$ cat config.mk
export PLATFORM = sky130hd
export DESIGN_NAME = multicycle_ctrl_flat
export DESIGN_NICKNAME = d
export VERILOG_FILES = /design/src/rtl/multicycle_ctrl_if.sv /design/src/rtl/multicycle_ctrl.sv /design/src/flat_wrapper.sv
export SDC_FILE = /design/constraint.sdc
export NUM_CORES = 1
export LEC_CHECK = 0
export BUFFER_PORTS_ARGS = -buffer_cell sky130_fd_sc_hd__buf_4
export CELL_PAD_IN_SITES_DETAIL_PLACEMENT = 0
export CELL_PAD_IN_SITES_GLOBAL_PLACEMENT = 1
export CORE_ASPECT_RATIO = 0.9
export CORE_MARGIN = 8
export CORE_UTILIZATION = 33
export DETAILED_ROUTE_END_ITERATION = 10
export PLACE_DENSITY_LB_ADDON = 0.1
export REMOVE_ABC_BUFFERS = 1
export SYNTH_ARGS = -nofsm -noshare
export SYNTH_HDL_FRONTEND = slang
export SYNTH_SLANG_ARGS = --single-unit
$ cat constraint.sdc
create_clock -name clk -period 2.8 [get_ports clk]
set_input_delay 0.14 -clock clk [delete_from_list [all_inputs] [get_ports clk]]
set_output_delay 0.14 -clock clk [all_outputs]
set_load 0.01 [all_outputs]
$ cat src/rtl/multicycle_ctrl_if.sv
// Control bundle between the multicycle sequencer and the RV32I datapath.
// Memory handshake: the sequencer holds mem_req high, and keeps AdrSrc and
// MemWrite stable, until mem_ready is seen high in the same cycle. That cycle
// completes the transfer. A cycle with mem_req=1 and mem_ready=0 is a stall.
interface multicycle_ctrl_if;
  logic [6:0] op;
  logic [2:0] funct3;
  logic       funct7_5;
  logic       zero;
  logic       mem_ready;
  logic       mem_req;
  logic       MemWrite;
  logic       AdrSrc;
  logic       IRWrite;
  logic       PCWrite;
  logic       RegWrite;
  logic [1:0] ResultSrc;
  logic [1:0] ALUSrcA;
  logic [1:0] ALUSrcB;
  logic [3:0] ALUControl;
  logic [2:0] ImmSrc;
  logic       illegal;
  logic       retire;
  logic [3:0] state;

  // Sequencer side.
  modport master (
    input  op, funct3, funct7_5, zero, mem_ready,
    output mem_req, MemWrite, AdrSrc, IRWrite, PCWrite, RegWrite,
           ResultSrc, ALUSrcA, ALUSrcB, ALUControl, ImmSrc,
           illegal, retire, state
  );

  // Datapath side.
  modport slave (
    output op, funct3, funct7_5, zero, mem_ready,
    input  mem_req, MemWrite, AdrSrc, IRWrite, PCWrite, RegWrite,
           ResultSrc, ALUSrcA, ALUSrcB, ALUControl, ImmSrc,
           illegal, retire, state
  );
endinterface

$ cat src/rtl/multicycle_ctrl.sv
// Moore-style multicycle sequencer for RV32I: fetch, decode, execute,
// memory and writeback over a shared ALU, register file and memory.
module multicycle_ctrl (
  input  logic              clk,
  input  logic              rst_n,
  multicycle_ctrl_if.master bus
);
  typedef enum logic [3:0] {
    S_FETCH    = 4'd0,
    S_DECODE   = 4'd1,
    S_MEMADR   = 4'd2,
    S_MEMREAD  = 4'd3,
    S_MEMWB    = 4'd4,
    S_MEMWRITE = 4'd5,
    S_EXECUTER = 4'd6,
    S_EXECUTEI = 4'd7,
    S_ALUWB    = 4'd8,
    S_BRANCH   = 4'd9,
    S_JAL      = 4'd10,
    S_LUI      = 4'd11
  } state_t;

  localparam logic [6:0] OP_LW  = 7'b0000011;
  localparam logic [6:0] OP_SW  = 7'b0100011;
  localparam logic [6:0] OP_R   = 7'b0110011;
  localparam logic [6:0] OP_I   = 7'b0010011;
  localparam logic [6:0] OP_BR  = 7'b1100011;
  localparam logic [6:0] OP_JAL = 7'b1101111;
  localparam logic [6:0] OP_LUI = 7'b0110111;

  localparam logic [3:0] ALU_ADD  = 4'b0000;
  localparam logic [3:0] ALU_SUB  = 4'b0001;
  localparam logic [3:0] ALU_AND  = 4'b0010;
  localparam logic [3:0] ALU_OR   = 4'b0011;
  localparam logic [3:0] ALU_XOR  = 4'b0100;
  localparam logic [3:0] ALU_SLT  = 4'b0101;
  localparam logic [3:0] ALU_SLL  = 4'b0110;
  localparam logic [3:0] ALU_SRL  = 4'b0111;
  localparam logic [3:0] ALU_SRA  = 4'b1000;
  localparam logic [3:0] ALU_SLTU = 4'b1001;

  state_t state_q, state_d;

  logic       mem_req_c, mem_write_c, adr_src_c, ir_write_c, pc_write_c;
  logic       reg_write_c, illegal_c, retire_c;
  logic [1:0] result_src_c, src_a_c, src_b_c;
  logic [3:0] alu_ctl_c;
  logic [2:0] imm_src_c;

  // funct3 -> ALU operation; funct7_5 selects sub only for R-type, sra for both.
  function automatic logic [3:0] alu_dec(input logic [2:0] f3, input logic f75,
                                         input logic is_r);
    case (f3)
      3'b000:  alu_dec = (is_r && f75) ? ALU_SUB : ALU_ADD;
      3'b001:  alu_dec = ALU_SLL;
      3'b010:  alu_dec = ALU_SLT;
      3'b011:  alu_dec = ALU_SLTU;
      3'b100:  alu_dec = ALU_XOR;
      3'b101:  alu_dec = f75 ? ALU_SRA : ALU_SRL;
      3'b110:  alu_dec = ALU_OR;
      default: alu_dec = ALU_AND;
    endcase
  endfunction

  // State register; reset returns to FETCH asynchronously.
  always_ff @(posedge clk or negedge rst_n) begin
    if (!rst_n) state_q <= S_FETCH;
    else        state_q <= state_d;
  end

  // Immediate format follows the opcode in every state.
  always_comb begin
    imm_src_c = 3'b000;
    case (bus.op)
      OP_SW:   imm_src_c = 3'b001;
      OP_BR:   imm_src_c = 3'b010;
      OP_JAL:  imm_src_c = 3'b011;
      OP_LUI:  imm_src_c = 3'b100;
      default: imm_src_c = 3'b000;
    endcase
  end

  // Next-state and datapath controls for the current state.
  always_comb begin
    state_d      = S_FETCH;
    mem_req_c    = 1'b0;
    mem_write_c  = 1'b0;
    adr_src_c    = 1'b0;
    ir_write_c   = 1'b0;
    pc_write_c   = 1'b0;
    reg_write_c  = 1'b0;
    illegal_c    = 1'b0;
    retire_c     = 1'b0;
    result_src_c = 2'b00;
    src_a_c      = 2'b00;
    src_b_c      = 2'b00;
    alu_ctl_c    = ALU_ADD;
    case (state_q)
      S_FETCH: begin
        mem_req_c    = 1'b1;
        src_b_c      = 2'b10;
        result_src_c = 2'b10;
        ir_write_c   = bus.mem_ready;
        pc_write_c   = bus.mem_ready;
        state_d      = bus.mem_ready ? S_DECODE : S_FETCH;
      end
      S_DECODE: begin
        src_a_c = 2'b01;
        src_b_c = 2'b01;
        case (bus.op)
          OP_LW, OP_SW: state_d = S_MEMADR;
          OP_R:         state_d = S_EXECUTER;
          OP_I:         state_d = S_EXECUTEI;
          OP_JAL:       state_d = S_JAL;
          OP_LUI:       state_d = S_LUI;
          OP_BR: begin
            if (bus.funct3 == 3'b000 || bus.funct3 == 3'b001) state_d = S_BRANCH;
            else illegal_c = 1'b1;
          end
          default:      illegal_c = 1'b1;
        endcase
      end
      S_MEMADR: begin
        src_a_c = 2'b10;
        src_b_c = 2'b01;
        state_d = (bus.op == OP_SW) ? S_MEMWRITE : S_MEMREAD;
      end
      S_MEMREAD: begin
        mem_req_c = 1'b1;
        adr_src_c = 1'b1;
        state_d   = bus.mem_ready ? S_MEMWB : S_MEMREAD;
      end
      S_MEMWB: begin
        result_src_c = 2'b01;
        reg_write_c  = 1'b1;
        retire_c     = 1'b1;
      end
      S_MEMWRITE: begin
        mem_req_c   = 1'b1;
        mem_write_c = 1'b1;
        adr_src_c   = 1'b1;
        retire_c    = bus.mem_ready;
        state_d     = bus.mem_ready ? S_FETCH : S_MEMWRITE;
      end
      S_EXECUTER: begin
        src_a_c   = 2'b10;
        alu_ctl_c = alu_dec(bus.funct3, bus.funct7_5, 1'b1);
        state_d   = S_ALUWB;
      end
      S_EXECUTEI: begin
        src_a_c   = 2'b10;
        src_b_c   = 2'b01;
        alu_ctl_c = alu_dec(bus.funct3, bus.funct7_5, 1'b0);
        state_d   = S_ALUWB;
      end
      S_ALUWB: begin
        reg_write_c = 1'b1;
        retire_c    = 1'b1;
      end
      S_BRANCH: begin
        src_a_c    = 2'b10;
        alu_ctl_c  = ALU_SUB;
        pc_write_c = (bus.funct3 == 3'b000) ? bus.zero : ~bus.zero;
        retire_c   = 1'b1;
      end
      S_JAL: begin
        src_a_c    = 2'b01;
        src_b_c    = 2'b10;
        pc_write_c = 1'b1;
        state_d    = S_ALUWB;
      end
      S_LUI: begin
        src_a_c = 2'b11;
        src_b_c = 2'b01;
        state_d = S_ALUWB;
      end
      default: state_d = S_FETCH;
    endcase
  end

  // Enables and pulses are held off for as long as reset is asserted.
  assign bus.mem_req    = mem_req_c   & rst_n;
  assign bus.MemWrite   = mem_write_c & rst_n;
  assign bus.IRWrite    = ir_write_c  & rst_n;
  assign bus.PCWrite    = pc_write_c  & rst_n;
  assign bus.RegWrite   = reg_write_c & rst_n;
  assign bus.illegal    = illegal_c   & rst_n;
  assign bus.retire     = retire_c    & rst_n;
  assign bus.AdrSrc     = adr_src_c;
  assign bus.ResultSrc  = result_src_c;
  assign bus.ALUSrcA    = src_a_c;
  assign bus.ALUSrcB    = src_b_c;
  assign bus.ALUControl = alu_ctl_c;
  assign bus.ImmSrc     = imm_src_c;
  assign bus.state      = state_q;
endmodule
$ cat src/flat_wrapper.sv
// flat-port wrapper written by rule: the top's interface ports become plain ports
module multicycle_ctrl_flat 
  (clk, rst_n, bus_op, bus_funct3, bus_funct7_5, bus_zero, bus_mem_ready, bus_mem_req, bus_MemWrite, bus_AdrSrc, bus_IRWrite, bus_PCWrite, bus_RegWrite, bus_ResultSrc, bus_ALUSrcA, bus_ALUSrcB, bus_ALUControl, bus_ImmSrc, bus_illegal, bus_retire, bus_state);
  multicycle_ctrl_if bus_i ();
  input  logic clk;
  input  logic rst_n;
  input wire logic [$bits(bus_i.op)-1:0] bus_op;
  input wire logic [$bits(bus_i.funct3)-1:0] bus_funct3;
  input wire logic [$bits(bus_i.funct7_5)-1:0] bus_funct7_5;
  input wire logic [$bits(bus_i.zero)-1:0] bus_zero;
  input wire logic [$bits(bus_i.mem_ready)-1:0] bus_mem_ready;
  output wire logic [$bits(bus_i.mem_req)-1:0] bus_mem_req;
  output wire logic [$bits(bus_i.MemWrite)-1:0] bus_MemWrite;
  output wire logic [$bits(bus_i.AdrSrc)-1:0] bus_AdrSrc;
  output wire logic [$bits(bus_i.IRWrite)-1:0] bus_IRWrite;
  output wire logic [$bits(bus_i.PCWrite)-1:0] bus_PCWrite;
  output wire logic [$bits(bus_i.RegWrite)-1:0] bus_RegWrite;
  output wire logic [$bits(bus_i.ResultSrc)-1:0] bus_ResultSrc;
  output wire logic [$bits(bus_i.ALUSrcA)-1:0] bus_ALUSrcA;
  output wire logic [$bits(bus_i.ALUSrcB)-1:0] bus_ALUSrcB;
  output wire logic [$bits(bus_i.ALUControl)-1:0] bus_ALUControl;
  output wire logic [$bits(bus_i.ImmSrc)-1:0] bus_ImmSrc;
  output wire logic [$bits(bus_i.illegal)-1:0] bus_illegal;
  output wire logic [$bits(bus_i.retire)-1:0] bus_retire;
  output wire logic [$bits(bus_i.state)-1:0] bus_state;
  assign bus_i.op = bus_op;
  assign bus_i.funct3 = bus_funct3;
  assign bus_i.funct7_5 = bus_funct7_5;
  assign bus_i.zero = bus_zero;
  assign bus_i.mem_ready = bus_mem_ready;
  assign bus_mem_req = bus_i.mem_req;
  assign bus_MemWrite = bus_i.MemWrite;
  assign bus_AdrSrc = bus_i.AdrSrc;
  assign bus_IRWrite = bus_i.IRWrite;
  assign bus_PCWrite = bus_i.PCWrite;
  assign bus_RegWrite = bus_i.RegWrite;
  assign bus_ResultSrc = bus_i.ResultSrc;
  assign bus_ALUSrcA = bus_i.ALUSrcA;
  assign bus_ALUSrcB = bus_i.ALUSrcB;
  assign bus_ALUControl = bus_i.ALUControl;
  assign bus_ImmSrc = bus_i.ImmSrc;
  assign bus_illegal = bus_i.illegal;
  assign bus_retire = bus_i.retire;
  assign bus_state = bus_i.state;
  multicycle_ctrl u_core (.clk(clk), .rst_n(rst_n), .bus(bus_i));
endmodule
# Word level (Yosys, flattened, before mapping)
# Cells that the tools add are included.
# W data, S select, Z words.
# totals
regBits	4
inputBits	15
output_inout_bits	25
word_cells	74
# classes
n_eq_ne	24
muxes	27
bitwise_logic	8
n_reduce_logical	14
# ops
operator	count
$pmux W4 S7	2
$pmux W4 S6	2
$eq A7 B6 Y1 const B	3
$eq A4 B3 Y1 const B	4
$eq A4 B4 Y1 const B	4
$eq A7 B7 Y1 const B	2
$pmux W3 S4	1
$pmux W4 S3	1
$reduce_or A4 Y1	3
$mux W1	10
$reduce_or A2 Y1	5
$eq A3 B3 Y1 const B	3
$mux W3	3
$eq A4 B2 Y1 const B	2
$mux W4	2
$pmux W2 S2	2
$and A1 B1 Y1	7
$eq A7 B2 Y1 const B	1
$eq A7 B5 Y1 const B	1
$eq A3 B2 Y1 const B	2
$pmux W2 S3	1
$reduce_or A3 Y1	2
$reduce_or A6 Y1	1
$eq A4 B1 Y1 const B	1
7 further kinds	8

# Longest topological paths before layout
# Gate-level depths: netlist (run 1).
# depth
ltp_word	6
ltp_mapped	5
mapped_depth_nobuf	4

# Worst setup path after synthesis (run 1)
# OpenSTA, ideal clock, no wires.
# synth_timing
kind	flip-flop to output port
startpoint	reg u_core.state_q[1] (netlist: u_core.bus.state[1])
endpoint	out bus_ALUControl[2]
arrival_time_ns	1.473
t_required_ns	2.660
setup_slack_ns	1.187
stages_incl_launch_ff	4
path_buffers	0
path_cell_list	dfrtp_1 > nor2b_1 > nand2_1 > a2111oi_0
# synth_via
elab_chain_len	2
elab_cells_between_ends	4
classes_between	3 x eq/ne; 1 x mux
# synth_lines
element	line_no	rtl
start: declaration	multicycle_ctrl.sv:42	state_t state_q, state_d;
start signal: assignment	multicycle_ctrl.sv:68	else state_q <= state_d;
$eq A4 B4 Y1 / $eq A4 B3 Y1 (equally long branches)	multicycle_ctrl.sv:98	case (state_q)
$pmux W4 S3 (*)	multicycle_ctrl.sv:98	
end: declaration	flat_wrapper.sv:21	output wire logic [$bits(bus_i.ALUControl)-1:0] bus_ALUControl;
# Every way passes the cells marked *; elsewhere a longest branch is shown, timed or not.

# Final worst setup path (run 1)
# Ends and elaborated chain as after synthesis.

==> out/results.ini, run 1 <==
[status]
status=completed

[critical_path]
path_class=reg -> out
reg2reg_setup_slack_ps=1080
timing.rr.start=u_core.bus.state[1]
start_kind=flip-flop
crit_fanout=18
reg2reg_depth=3
worstReg2RegEnd=u_core.bus.state[2]
crit_path_end_kind=primary output
worstPathArrival_ps=2020
required_ps=2660

[floorplan]
ios=40
die-area_um2=4200
dieHeight_um=62.3
rows=16
initial_utilization_pct=35.3
die_w_um=67.4
core_um2=2220

[sta]
post-route-period-util_pct=77.2
grt_setup_unrepaired=no
finClkSkew_ps=7.50
whs_ps=172
max_freq_mhz=463
fin_tns_setup_ps=0
worst_pin_slew_ps=586
relSlewSlack_pct=61.0
drv_slew=0
finalCriticalPeriod_ps=2160
hold_viol_final=0
setup_slack_ps=639
finalSetupViolations=0

[clock_network]
clk_pin_slew_worst_paths_ps=40
clk-insertion-delay-late_ps=240
root_buffer=clkbuf_4
cts_sinks=4
htreeDepth=1
post_cts.repair.setup_buffers=0
postCtsHoldBufs=1
ctsResizeCount=0
cts_tree=built
cts_buffers=3
ctsLongestPathBuffers=2

[run]
drv_cap=0

[place]
port_buffers=39
place_congestion=0.805
post-dp-hpwl_um=1880
dp_worst_setup_slack_ps=940

[grt]
grt_max_degree=20
antenna_found_initial=0
grtUsageTotal_pct=11.0
grt_pass1_vias=820
grt_first_pass_wirelength_um=3810
grt_overflow=0

[finish]
area_delta_synth_final_pct=41.3
final_cell_mix=buf_4, a21oi_1, nand2_1, nor2b_1, nor2_1
antenna_cells=0
drive_gt1_share_pct=36.9
final_common_cell=buf_4
nets=158
largest_register_ffs=4

[yosys]
ys_dominant_reg_cell=dfrtp_1
synth_edf_count=0
synth_area_per_cell_um2=7.62
netlist_instances=103
synthArstFlopShare_pct=100
synth_cell_types=47
yosysSeqAreaShare_pct=12.8
yosys_warnings=0
syn_area_um2=785
ys_ff_latch=4

[power_and_ir_drop]
power_leakage_nw=0.510
power.density_nw_per_um2=213
peakVddDrop_uv=174

[route]
drt.antenna.violating_nets=0
drtPass1Iterations=4
drt-initial-drc-count=27
wl_um=2430
viasPerCell=5.53
vias=929
drc=0
wl_per_cell_um=14.5

[hold_path]
worstHoldEndpoint=u_core.bus.state[2]
hold_depth=2
hold_path_class=in -> reg
min-delay-start=bus_mem_ready

## worst max path at each step
stage	from	to	slack (ps)	depth (start not counted)
2_1_floorplan	u_core.bus.state[1]	bus_ALUControl[2]	980	3
3_3_place_gp	u_core.bus.state[1]	bus_ALUControl[2]	990	4
3_5_place_dp	u_core.bus.state[1]	bus_ALUControl[2]	940	4
4_1_cts	u_core.bus.state[1]	bus_ALUControl[2]	670	4
5_1_grt	u_core.bus.state[1]	bus_ALUControl[2]	500	4
6_report	u_core.bus.state[1]	bus_ALUControl[2]	640	4
## through the flow
stage                     instances  cell area (um^2)  total power, mW  utilization (%)
final                           168              1110            0.236             49.9
after global routing            168              1110            0.251             49.9
after CTS                       168              1110            0.239             49.9
after detailed placement        164              1080            0.162             48.4
after global placement          164              1080            0.162             48.4
after floorplan                  97               742            0.108                -
## report_power, final
group / switching (mW) / leakage (nW) / total [mW] / internal [mW]
clock network: 0.0259 / 0.0138 / 0.0739 / 0.0481
registers: 0.00127 / 0.0541 / 0.0606 / 0.0593
logic: 0.0527 / 0.442 / 0.101 / 0.0487
total: 0.0798 / 0.510 / 0.236 / 0.156
## cells in the mapped netlist, types with 3 or more instances
master | count | area (um^2)
nand2_1 | 7 | 26.3
nor3_1 | 6 | 30.0
dfrtp_1 | 4 | 100
nand2b_1 | 5 | 31.3
a21oi_1 | 7 | 35.0
a211oi_1 | 3 | 22.5
nor2_1 | 7 | 26.3
buf_2 | 4 | 20.0
and3_1 | 4 | 25.0
nor2b_1 | 7 | 43.8
## cell type report
type	instances	area (um^2)
Clock buffer	3	22.5
Fill cell	220	1110
Inverter	2	7.51
Multi-Input combinational cell	91	634
Sequential cell	4	100
Tap cell	27	33.8
Timing Repair Buffer	41	310
## worst max-delay path, stage by stage, from the launching register on
cell	delay, ps
dfrtp_1	700
nor2b_1	310
nand2_1	120
a2111oi_0	450
buf_4	200
## kinds of logic (layout without fill, tap and decap cells)
kind of cell           after synthesis  count (layout)  synth area share (%)
buffers and inverters                8              46                  6.38
multiplexers                         2               2                  2.71
XOR/XNOR                             3               3                  3.35
AO/OA/AOI/OAI                       30              30                  27.0
AND/OR/NAND/NOR                     56              56                  47.8
flip-flops                           4               4                  12.8
## per-layer routing
layer | up-vias | share of wire [%] | GRT usage, %
met1 | 423 | 48 | 14.9
met5 | - | 0 | 0
li1 | 473 | - | -
met4 | 0 | 0.99 | 5.48
met3 | 2 | 7.1 | 2.33
met2 | 31 | 44 | 15.7
No activity file was read; power rests on OpenSTA's default activity.
==> inputs of run 2 (changes only) <==
--- a/config.mk
+++ b/config.mk
@@ -10,7 +10,7 @@
 export CELL_PAD_IN_SITES_GLOBAL_PLACEMENT = 1
 export CORE_ASPECT_RATIO = 0.9
 export CORE_MARGIN = 8
-export CORE_UTILIZATION = 33
+export CORE_UTILIZATION = 31
 export DETAILED_ROUTE_END_ITERATION = 10
 export PLACE_DENSITY_LB_ADDON = 0.1
 export REMOVE_ABC_BUFFERS = 1
==> constraint.sdc (replaced) <==
create_clock -name clk -period 2.2 [get_ports clk]
set_input_delay 0.11 -clock clk [delete_from_list [all_inputs] [get_ports clk]]
set_output_delay 0.11 -clock clk [all_outputs]
set_load 0.01 [all_outputs]
==> run 2 against run 1 <==
Against the previous run: sequential share of layout area is 0.19 points lower; critical path depth grew 1; design area up 2.1%; via count increased by 0.97%; sequential power grew 26%; global-route usage shrank 0.20 points; worst hold slack got worse by 4.5 ps; register-to-register slack lost 440 ps; power rose by 28%; critical path type unchanged; largest power group unchanged.
==> out/results.ini, run 2 (synthesis results as in run 1) <==
[status]
status=completed

[sta]
whs_ps=168
hold_viol_final=0
grt_setup_unrepaired=no
finClkSkew_ps=1.72
worst_pin_slew_ps=532
drv_slew=0
max_freq_mhz=501
relSlewSlack_pct=64.5
finalSetupViolations=0
fin_tns_setup_ps=0
post-route-period-util_pct=90.6
finalCriticalPeriod_ps=1990

[clock_network]
cts_sinks=4
root_buffer=clkbuf_4
clk_pin_slew_worst_paths_ps=40
htreeDepth=1
ctsLongestPathBuffers=2
cts_buffers=3
cts_tree=built
clk-insertion-delay-late_ps=240
ctsResizeCount=0
post_cts.repair.setup_buffers=0
postCtsHoldBufs=1

[finish]
n_fill_cell=257
antenna_cells=0
multi_input_area_um2=634
drive_gt1_share_pct=38.2
largest_register_ffs=4
final_cell_mix=buf_4, a21oi_1, nand2_1, nor2b_1, nor2_1
design_area_um2=1130
regArea_um2=100
nets=161
area_delta_synth_final_pct=44.3
final_common_cell=buf_4

[grt]
grt_first_pass_wirelength_um=4240
antenna_found_initial=0
grt_max_degree=19
grtUsageTotal_pct=10.8
grt_pass1_vias=949
grt_overflow=0

[route]
drt.antenna.violating_nets=0
drtPass1Iterations=4
drc=0
wl_um=2570
drt-initial-drc-count=46
vias=938
wl_per_cell_um=14.9
viasPerCell=5.45

[floorplan]
core_um2=2420
die_w_um=69.0
ios=40
initial_utilization_pct=32.4
die-area_um2=4400
dieHeight_um=63.7
rows=17

[power_and_ir_drop]
power_mw=0.302
power_leakage_nw=0.526
peakVddDrop_uv=150
power.density_nw_per_um2=266

[place]
placed_area_um2=1100
post-dp-hpwl_um=2030
port_buffers=39
place_congestion=0.792

[critical_path]
path_cells=nor2b_1 > or2_1 > a21o_1 > a21o_1 > buf_4
worstPathArrival_ps=1880
slowest_stage=dfrtp_1
path_class=reg -> out
crit_path_end_kind=primary output
worst_path_most_repeated_cell=a21o_1
crit_fanout=18
start_kind=flip-flop
slowest_delay_ps=670
required_ps=2090

[hold_path]
hold_path_class=in -> reg

[run]
drv_cap=0

-- run 2: layer usage --
layer	up-vias	global-route usage, %	part of all wire [%]
li1	482	-	-
met1	423	13.4	48
met2	31	17.3	44
met3	2	3.13	7.2
met4	0	3.84	0.54
met5	-	0	0
-- run 2: final timing paths --
| check | from | to | slack, ps | cells past startpoint |
|---|---|---|---|---|
| worst max register to register | u_core.bus.state[3] | u_core.bus.state[2] | 640 | 3 |
| worst min-delay path | bus_mem_ready | u_core.bus.state[2] | 170 | 2 |
| worst min register to register | u_core.bus.state[1] | u_core.bus.state[3] | 740 | 3 |
| max in group asynchronous | rst_n | u_core.bus.state[3] | 1830 | 2 |
| worst max-delay path | u_core.bus.state[3] | bus_ALUSrcB[0] | 210 | 5 |
| min in group asynchronous | rst_n | u_core.bus.state[2] | 240 | 2 |
-- run 2: cell type report --
| cell class | instances | share of cell area (%) |
|---|---|---|
| sequential | 4 | 8.84 |
| timing repair buffer | 44 | 29.4 |
| clock buffer | 3 | 1.99 |
| tap | 28 | 3.09 |
| inverter | 2 | 0.663 |
| multi-input combinational | 91 | 56.0 |
-- run 2: where the power goes --
part           switching (mW)  internal [mW]  total, mW
Combinational          0.0695         0.0638      0.133
Sequential            0.00115         0.0755     0.0766
Clock                  0.0306         0.0611     0.0916
Total                   0.101          0.200      0.302
-- run 2: stage by stage --
stage	util, %	instances	worst slack (ps)
final	46.7	172	206
after global routing	46.7	172	38.3
after CTS	46.7	172	190
after detailed placement	45.4	168	451
after global placement	45.4	168	552
after floorplan	-	97	411
-- run 2: critical path: cells and delay by family (launching register included) --
| family | cells | cell delay [ps] |
|---|---|---|
| buffers and inverters | 1 | 140 |
| flip-flops | 1 | 670 |
| AO/OA/AOI/OAI | 2 | 350 |
| AND/OR/NAND/NOR | 2 | 490 |
==> inputs of run 3 (changes only) <==
--- a/config.mk
+++ b/config.mk
@@ -12,7 +12,7 @@
 export CORE_MARGIN = 8
 export CORE_UTILIZATION = 31
 export DETAILED_ROUTE_END_ITERATION = 10
-export PLACE_DENSITY_LB_ADDON = 0.1
+export PLACE_DENSITY = 0.87
 export REMOVE_ABC_BUFFERS = 1
 export SYNTH_ARGS = -nofsm -noshare
 export SYNTH_HDL_FRONTEND = slang
==> run 3 against run 2 <==
Against the previous run: sequential cell count stayed put; clock skew grew 3.5 ps; utilization fell by 0.31 points; worst hold slack better by 4.0 ps; power up 0.70%; sequential share of layout area increased by 0.059 points; register-to-register slack got worse by 70 ps; non-clock buffer count down 1; design area down 0.66%; largest cell class unchanged.
==> out/results.ini, run 3 (synthesis results as in run 1) <==
[clock_network]
root_buffer=clkbuf_4
clk_pin_slew_worst_paths_ps=40
post_cts.repair.setup_buffers=0
cts_buffers=3
cts_tree=built
ctsResizeCount=0
clk-insertion-delay-late_ps=240
cts_sinks=4
ctsLongestPathBuffers=2
htreeDepth=1

[power_and_ir_drop]
power.density_nw_per_um2=270
peakVddDrop_uv=312
power_leakage_nw=0.521

[critical_path]
start_kind=flip-flop
slowest_stage=dfrtp_1
slowest_delay_ps=650
path_cells=nor2b_1 > or2_1 > a21o_1 > a21o_1 > buf_4
path_buf_inv=1
worst_path_most_repeated_cell=a21o_1
crit_path_end_kind=primary output
worstPathArrival_ps=1860
crit_fanout=18
crit_family=flip-flops
required_ps=2090
path_class=reg -> out

[place]
placed_area_um2=1090
post-dp-hpwl_um=2020
port_buffers=39
dp_worst_setup_slack_ps=514
place_congestion=0.898

[sta]
hold_viol_final=0
finalCriticalPeriod_ps=1970
setup_slack_ps=227
max_freq_mhz=507
grt_setup_unrepaired=no
drv_slew=0
worst_pin_slew_ps=512
finClkSkew_ps=5.19
fin_tns_setup_ps=0
post-route-period-util_pct=89.7
relSlewSlack_pct=65.9
finalSetupViolations=0
whs_ps=172

[finish]
nets=160
design_area_um2=1120
final_cell_mix=buf_4, a21oi_1, nand2_1, nor2b_1, nor2_1
n_fill_cell=252
final_common_cell=buf_4
antenna_cells=0
drive_gt1_share_pct=37.8
area_delta_synth_final_pct=43.4
largest_register_ffs=4

[route]
vias=949
drt.antenna.violating_nets=0
drc=0
wl_um=2520
drt-initial-drc-count=40
viasPerCell=5.55
drtPass1Iterations=4
wl_per_cell_um=14.7

[floorplan]
core_um2=2420
dieHeight_um=63.7
ios=40
initial_utilization_pct=32.4
die_w_um=69.0
die-area_um2=4400
rows=17

[grt]
grt_overflow=0
antenna_found_initial=0
grt_max_degree=19
grt_first_pass_wirelength_um=4110
grt_pass1_vias=874
grtUsageTotal_pct=10.8

[run]
drv_cap=0

[status]
status=completed

[hold_path]
hold_path_class=in -> reg

run 3: cell count changes in the layout (fill, tap and decap cells not counted):
cell,previous run,this run
buf_4,43,42
run 3: path summary, 6_finish.rpt:
path	startpoint	end	slack (ps)	cells past startpoint
max reg2reg	u_core.bus.state[3]	u_core.bus.state[0]	570	3
min reg2reg	u_core.bus.state[1]	u_core.bus.state[3]	680	2
max	u_core.bus.state[3]	bus_ALUSrcB[0]	230	5
min in group asynchronous	rst_n	u_core.bus.state[1]	230	2
max in group asynchronous	rst_n	u_core.bus.state[2]	1830	2
min	bus_mem_ready	u_core.bus.state[2]	170	2
run 3: layout make-up:
| class | count | area, um^2 | share of cell area [%] |
|---|---|---|---|
| Clock buffer | 3 | 22.5 | 2.00 |
| Inverter | 2 | 7.51 | 0.667 |
| Multi-Input combinational cell | 91 | 634 | 56.4 |
| Sequential cell | 4 | 100 | 8.90 |
| Tap cell | 28 | 35.0 | 3.11 |
| Timing Repair Buffer | 43 | 325 | 28.9 |
run 3: report_power, final:
group	leakage, nW	internal (mW)	switching [mW]	total [mW]
clock network	0.0138	0.0613	0.0346	0.0959
registers	0.0541	0.0755	0.00174	0.0772
logic	0.453	0.0622	0.0684	0.131
total	0.521	0.199	0.105	0.304
run 3: layer usage:
metal | GRT usage, % | share of wire, % | wire length [um]
met1 | 12.8 | 46 | 1160
met2 | 17.4 | 46 | 1160
met3 | 4.07 | 7.0 | 176
met4 | 3.84 | 0.95 | 24
met5 | 0 | 0 | 0
run 3: per-stage QoR:
stage	utilization, %	std cells	total power, mW
after floorplan	-	97	0.137
after global placement	45.0	167	0.206
after detailed placement	45.0	167	0.208
after CTS	46.4	171	0.308
after global routing	46.4	171	0.321
final	46.4	171	0.304
run 3: what timing repair did:
| item | in CTS | in global routing |
|---|---|---|
| hold buffers | 1 | 0 |
| setup endpoints to repair | 0 | 0 |
| hold endpoints to repair | 4 | 0 |
run 3: worst register-to-register path: stages (launching register included):
cell       delay, ps
dfrtp_1          550
nor4_2           420
o2111ai_1        280
o32ai_1          250
